File: src/rtl/numlock_pkg.sv
// Shared definitions for the number-lock button path: one-hot debounce states and default timing.
package numlock_pkg;

  localparam int DEBOUNCE_CNT_DEF = 2**20;
  localparam int REPEAT_CNT_DEF   = 2**24;
  localparam int CNT_W_DEF        = 25;

  // Bit positions inside the 6-bit debug state vector, MSB first
  localparam int INI_B  = 5;
  localparam int WQ_B   = 4;
  localparam int SCEN_B = 3;
  localparam int WS_B   = 2;
  localparam int MCEN_B = 1;
  localparam int WFCR_B = 0;

  typedef enum logic [5:0] {
    INI     = 6'b100000,
    WQ      = 6'b010000,
    SCEN_ST = 6'b001000,
    WS      = 6'b000100,
    MCEN_ST = 6'b000010,
    WFCR    = 6'b000001
  } db_state_t;

endpackage

File: src/rtl/numlock_sync2.sv
// Two-flop synchroniser for an asynchronous level input; clears to 0 on reset.
module numlock_sync2 (
  input  logic clk,
  input  logic reset,
  input  logic d,
  output logic q
);

  logic meta;

  always_ff @(posedge clk) begin
    if (reset) begin
      meta <= 1'b0;
      q    <= 1'b0;
    end else begin
      meta <= d;
      q    <= meta;
    end
  end

endmodule

File: src/rtl/numlock_btn_debounce.sv
// Push-button conditioner: synchronise, debounce, and derive single/repeat/continuous enables.
module numlock_btn_debounce
  import numlock_pkg::*;
#(
  parameter int DEBOUNCE_CNT = DEBOUNCE_CNT_DEF,
  parameter int REPEAT_CNT   = REPEAT_CNT_DEF,
  parameter int CNT_W        = CNT_W_DEF
) (
  input  logic       clk,
  input  logic       reset,
  input  logic       PB,
  output logic       DPB,
  output logic       SCEN,
  output logic       MCEN,
  output logic       CCEN,
  output logic [5:0] state
);

  localparam logic [CNT_W-1:0] DB_LAST = CNT_W'(DEBOUNCE_CNT - 1);
  localparam logic [CNT_W-1:0] RP_LAST = CNT_W'(REPEAT_CNT - 1);

  logic             pbs;
  db_state_t        state_q, state_d;
  logic [CNT_W-1:0] cnt_q, cnt_d;

  numlock_sync2 u_sync (
    .clk  (clk),
    .reset(reset),
    .d    (PB),
    .q    (pbs)
  );

  always_ff @(posedge clk) begin
    if (reset) begin
      state_q <= INI;
      cnt_q   <= '0;
    end else begin
      state_q <= state_d;
      cnt_q   <= cnt_d;
    end
  end

  // Input level is always tested before the count terminal
  always_comb begin
    state_d = state_q;
    cnt_d   = cnt_q;
    case (state_q)
      INI: begin
        if (pbs) begin
          state_d = WQ;
          cnt_d   = '0;
        end
      end
      WQ: begin
        if (!pbs)                 state_d = INI;
        else if (cnt_q == DB_LAST) begin
          state_d = SCEN_ST;
          cnt_d   = '0;
        end else                  cnt_d = cnt_q + CNT_W'(1);
      end
      SCEN_ST: begin
        state_d = WS;
        cnt_d   = '0;
      end
      WS: begin
        if (!pbs) begin
          state_d = WFCR;
          cnt_d   = '0;
        end else if (cnt_q == RP_LAST) state_d = MCEN_ST;
        else                           cnt_d = cnt_q + CNT_W'(1);
      end
      MCEN_ST: begin
        state_d = WS;
        cnt_d   = '0;
      end
      WFCR: begin
        // A bounce back high restarts the quiet window without a new press
        if (pbs)                   cnt_d = '0;
        else if (cnt_q == DB_LAST) state_d = INI;
        else                       cnt_d = cnt_q + CNT_W'(1);
      end
      default: begin
        state_d = INI;
        cnt_d   = '0;
      end
    endcase
  end

  assign SCEN  = (state_q == SCEN_ST);
  assign MCEN  = (state_q == SCEN_ST) || (state_q == MCEN_ST);
  assign CCEN  = (state_q == SCEN_ST) || (state_q == WS) || (state_q == MCEN_ST);
  assign DPB   = CCEN || (state_q == WFCR);
  assign state = state_q;

endmodule

File: config.mk
export PLATFORM = sky130hd
export DESIGN_NAME = numlock_btn_debounce
export DESIGN_NICKNAME = d
export VERILOG_FILES = /design/src/rtl/numlock_pkg.sv /design/src/rtl/numlock_sync2.sv /design/src/rtl/numlock_btn_debounce.sv
export SDC_FILE = /design/constraint.sdc
export NUM_CORES = 1
export LEC_CHECK = 0
export CAP_MARGIN = 40
export CORE_MARGIN = 4
export CORE_UTILIZATION = 55
export DETAILED_ROUTE_END_ITERATION = 8
export PLACE_DENSITY = 0.8
export SYNTH_ARGS = -nofsm -noshare
export SYNTH_HDL_FRONTEND = slang
export SYNTH_SLANG_ARGS = --single-unit
File: constraint.sdc
create_clock -name clk -period 2.29 [get_ports clk]
set_input_delay 0.229 -clock clk [delete_from_list [all_inputs] [get_ports clk]]
set_output_delay 0.229 -clock clk [all_outputs]
set_load 0.005 [all_outputs]
# Word-level counts from Yosys, hierarchy flattened
# Index checks and enable logic that the tools add are counted.
# W data, S select, Z words.
[totals]
ff_bits = 33
in_bits = 3
elab_cells = 44
[classes]
addsub = 1
n_eq_ne = 16
n_mux = 16
reduce_logical = 7
[ops]
columns = ["operator", "n"]
rows = [
  ["$mux W25", 7],
  ["$pmux W25 S4", 1],
  ["$mux W6", 7],
  ["$pmux W6 S5", 1],
  ["$add A25 B1 Y25 const B", 1],
  ["$eq A25 B20 Y1 const B", 1],
  ["$eq A25 B24 Y1 const B", 1],
  ["$ne A3 B3 Y1 const B", 3],
  ["$eq A6 B1 Y1 const B", 1],
  ["$eq A6 B2 Y1 const B", 1],
  ["$eq A6 B3 Y1 const B", 1],
  ["$eq A6 B4 Y1 const B", 1],
  ["$eq A6 B5 Y1 const B", 1],
  ["$eq A6 B6 Y1 const B", 1],
  ["$reduce_and A5 Y1", 1],
  ["$logic_or A1 B1 Y1", 4],
  ["$ne A2 B1 Y1 const B", 2],
  ["$ne A2 B2 Y1 const B", 2],
  ["$reduce_and A4 Y1", 1],
  ["$ne A3 B2 Y1 const B", 1],
  ["$reduce_or A2 Y1", 1],
]

# Depth between registers and ports, before layout
[depth]
depth_word = 4
mapped_depth = 10
depth_no_buf = 8

# Hierarchy
# From an unflattened synthesis, not the netlist that was laid out.
[hier_totals]
hier_cells = 226
area_unflattened_um2 = 1789.2
[modules_own_cells]
columns = ["mod", "n_inst", "cells_each", "area_per_inst_um2", "seq_area_each_um2"]
rows = [
  ["numlock_btn_debounce", 1, 222, 1736.7, 620.6],
  ["numlock_sync2", 1, 4, 52.6, 40.0],
]

# Worst setup path before layout
# OpenSTA, ideal clock, no wires.
[synth_timing]
path_type = "reg2reg"
start = "register cnt_q[0]"
end = "register cnt_q[4]"
setup_time_ns = 0.115
t_arrival_ns = 1.950
required_ns = 2.175
setup_slack_ns = 0.225
stages_incl_launch_ff = 11
path_buffers = 2
period_less_slack_ns = 2.065
cell_sequence = "dfxtp_1 -> ha_1 -> nand3_2 -> nor4_4 -> nand4_1 -> a211oi_2 -> buf_6 -> buf_6 -> nor3_1 -> xnor2_1 -> nor2_1"
[synth_via]
elab_chain_len = 4
[synth_rtl]
columns = ["item", "line", "text"]
rows = [
  ["from (decl)", "numlock_btn_debounce.sv:24", "logic [CNT_W-1:0] cnt_q, cnt_d;"],
  ["from (signal assigned)", "numlock_btn_debounce.sv:39", "cnt_q <= cnt_d;"],
  ["$add A25 B1 Y25 / $eq A25 B20 Y1 (equally long branches)", "-", ""],
  ["$mux W25 (on tied branches)", "numlock_btn_debounce.sv:79, numlock_btn_debounce.sv:56, numlock_btn_debounce.sv:69", ""],
  ["$mux W25 (on tied branches)", "numlock_btn_debounce.sv:78, numlock_btn_debounce.sv:55, numlock_btn_debounce.sv:66", ""],
  ["$pmux W25 S4", "numlock_btn_debounce.sv:47", "case (state_q)"],
]
# Parallel ways exist; a longest one is shown, timed or not. The select of a mux whose other input is x is not followed.
# A chain may end at the register's enable or synchronous reset.

# Worst setup path after layout
[layout_timing]
start = "register state_q[3], in the netlist state[3]"
end = "register cnt_q[2]"
[layout_via]
elab_chain_len = 3
[layout_rtl]
columns = ["item", "line", "text"]
rows = [
  ["from (decl)", "numlock_btn_debounce.sv:23", "db_state_t state_q, state_d;"],
  ["from (signal assigned)", "numlock_btn_debounce.sv:38", "state_q <= state_d;"],
  ["$eq A6 B1 Y1, or another cell as far along", "numlock_btn_debounce.sv:47", ""],
  ["$ne A3 B2 Y1 (no line), or another cell as far along", "-", ""],
  ["$reduce_and A4 Y1 (no line)", "-", ""],
]
# Parallel ways exist; a longest one is shown, timed or not.

==> metrics.md <==
| Metric | Value |
|---|---|
| Worst path required time | `2.56 ns` |
| Avg WL per Cell | `13.94 um` |
| Fmax | `0.4523 GHz` |
| Simple-Gate Fraction of Synth Area | `0.4040` |
| Yosys warns | `0` |
| Hold WS | `0.4434 ns` |
| Type of origin of the critical path | `register` |
| Hpwl dp | `2.691 mm` |
| Synth area leaders | `dfxtp_1, xnor2_1, nor2_1` |
| Post-route DRC | `0` |
| Cts bufs inserted | `5` |
| Global-route wire length before repair | `6.499 mm` |
| Hold Crit Class | `primary input to register` |
| Adder-cell share of the synthesized area | `0.006978` |
| Root buf cell | `clkbuf_4` |
| # Max-Cap Violations | `0` |
| Critical path class | `register to register` |
| Post-Syn Nets | `216` |
| Setup crit end kind | `register` |
| Layout cells sized above 1 | `0.2172` |
| Synth top area share | `0.3685` |
| DR vias/cell | `5.726` |
| I/O Pins | `13` |
| Reg2Reg Depth | `7` |
| Rel. slew slack | `0.7653` |
| Routed wire length | `4.016 mm` |
| Most frequent cells after synthesis | `nor2_1, dfxtp_1, xnor2_1, nand2_1, nand3_1` |
| GRT Total Usage | `0.1971` |
| Initial Util | `0.5825` |
| Die height | `65.10 um` |
| Hold-critical path depth | `2` |
| Period utilization | `0.9655` |
| Proportion of synthesized area in mux cells | `0.005583` |
| Max Root-Sink Buffers | `2` |
| Fin. max-slew vios | `0` |
| Vias | `1649` |
| Final setup vio count | `0` |
| Buffers on Ports | `12` |
| Count leader, synth | `nor2_1` |
| Hold worst-path end | `u_sync.meta$_SDFF_PP0_` |
| CTS H-tree lvls | `2` |
| Largest net degree at the start of global routing | `23` |
| Final min period | `2.211 ns` |
| R2R Setup Slk | `0.08 ns` |
| Worst Min Path Start | `PB` |
| Synthesis-to-finish area growth | `21.98%` |
| CTS tree | `done` |
| Die area | `0.004237 mm2` |
| Netlist cell types | `42` |
| Initial DRC Count | `62` |
| Synth Area in Compound Gates | `0.06560` |
| CP Max Fanout | `5` |
| FF+latch count, synth | `33` |
| Synthesized area per cell | `8.457 um2` |
| Clk_skew | `0.003201 ns` |
| Final worst slack | `0.07908 ns` |
| Final hold vios | `0` |
| Leak pwr | `0.7624 nW` |
| Initial antenna violation count | `0` |
| Reg2reg start | `state[3]$_SDFFE_PP0P_` |
| PwrDens | `451.1 mW/mm2` |
| Die W | `65.10 um` |
| Post-synthesis sequential area ratio | `0.3685` |
| Top_reg_cell synth | `dfxtp_1` |
| Outcome | `complete, no violations` |
| Transition time at the pin with the least slew margin | `0.3514 ns` |
| Reg clk slew, reported paths | `0.09 ns` |
| Worst EP arrival | `2.48 ns` |
| Reg2Reg Capture Point | `cnt_q[2]$_SDFFE_PP0P_` |
| Async S/R FF share, synth | `0` |
| VDD IR max | `381.5 uV` |
| Vias in the first global route | `1451` |
| Cell count after synthesis | `212` |
| ANT nets after route | `0` |
| Cell Area, Synth | `0.001793 mm2` |
| Worst-Skew Late Latency | `0.33 ns` |
| Core Box Area | `0.003078 mm2` |
| CTS sink cnt | `33` |
| DP Worst Slack | `0.08488 ns` |
| EDFF count, synth | `0` |
| GP Congestion | `0.8759` |
| Pre-antenna DRT Iters | `4` |
| Largest family of logic cells by synthesized area | `simple AND/OR/NAND/NOR gates` |
| ANT cells | `0` |
| Total gr overflow | `0` |
| Synth area leader | `dfxtp_1` |
| Nets@finish | `249` |
| Synth Area in XOR/XNOR | `0.1075` |
| Row cnt | `20` |
## critical path, cell delays in order, from the launching register on
cell and delay (ns):
dfxtp_4 0.36, or3_4 0.40, nor4_4 0.29, buf_4 0.18, a211oi_2 0.10, buf_4 0.16
or4b_1 0.51, a21oi_1 0.15
## area by class of cell
| type | count | area (um2) |
|---|---|---|
| Clock inverter | 1 | 5.005 |
| Multi-Input combinational cell | 166 | 1100 |
| Sequential cell | 33 | 666.9 |
| Clock buffer | 5 | 37.54 |
| Fill cell | 239 | 890.9 |
| Inverter | 5 | 18.77 |
| Tap cell | 44 | 55.05 |
| Timing Repair Buffer | 34 | 304.0 |
## flip-flops by register name (all words and copies together) (netlist names)
register     count
state            6
u_sync.meta      1
u_sync.q         1
cnt_q           25
## where the power goes
part | switching (mW) | total, mW | internal [mW] | leakage, nW
Clock | 0.183 | 0.289 | 0.106 | 0.0269
Combinational | 0.0578 | 0.109 | 0.0507 | 0.468
Sequential | 0.0103 | 0.589 | 0.579 | 0.267
Total | 0.251 | 0.987 | 0.736 | 0.762
## cells by family after synthesis
kind of cell,after synthesis
AND/OR/NAND/NOR,124
flip-flops,33
XOR/XNOR,22
AO/OA/AOI/OAI,18
buffers and inverters,13
multiplexers,1
adder cells (fa/ha/maj),1
## stage by stage
| stage | utilization | instances | instance area, um2 | power, mW | setup TNS [ns] |
|---|---|---|---|---|---|
| floorplan | - | 212 | 1793 | 0.6656 | 0 |
| global placement | 0.6569 | 273 | 2022 | 0.6904 | 0 |
| detailed placement | 0.6569 | 273 | 2022 | 0.6912 | 0 |
| CTS | 0.6740 | 279 | 2074 | 0.9769 | 0 |
| global route | 0.7106 | 288 | 2187 | 1.040 | -0.08297 |
| finish | 0.7106 | 288 | 2187 | 0.9865 | 0 |
## layer usage
metal,up-vias,wire [um],global-route usage
met5,-,0,0
met4,0,63,0.09326
met3,7,165,0.05812
met2,35,1877,0.3065
met1,791,1910,0.2505
li1,816,-,-
## cell usage in the layout (no fill, tap or decap), types with 6 or more instances in the layout
master and n:
clkdlybuf4s50_1 11, nor2_1 33, nand4_1 8, a21oi_1 7
nor2b_1 6, nor4_1 8, nor3_1 10, buf_4 20
dfxtp_1 30, nand2_1 12, xnor2_1 18, nand3_1 12
## timing repair
action	in CTS	in global routing
hold buffers	0	0
buffers inserted	0	9
pin swaps	0	6
resized for setup	2	13
endpoints found under the setup margin	3	27
## how the worst max path moves through the flow
stage / slack [ns] / depth (start not counted) / to / startpoint
2_1_floorplan: 0.23 / 10 / cnt_q[4]$_SDFFE_PP0P_ / cnt_q[0]$_SDFFE_PP0P_
3_3_place_gp: 0.07 / 8 / cnt_q[1]$_SDFFE_PP0P_ / cnt_q[24]$_SDFFE_PP0P_
3_5_place_dp: 0.08 / 10 / cnt_q[16]$_SDFFE_PP0P_ / cnt_q[0]$_SDFFE_PP0P_
4_1_cts: 0.05 / 4 / DPB / state[3]$_SDFFE_PP0P_
5_1_grt: -0.02 / 9 / cnt_q[19]$_SDFFE_PP0P_ / cnt_q[0]$_SDFFE_PP0P_
6_report: 0.08 / 7 / cnt_q[2]$_SDFFE_PP0P_ / state[3]$_SDFFE_PP0P_
Power figures use the tool's default switching activity.
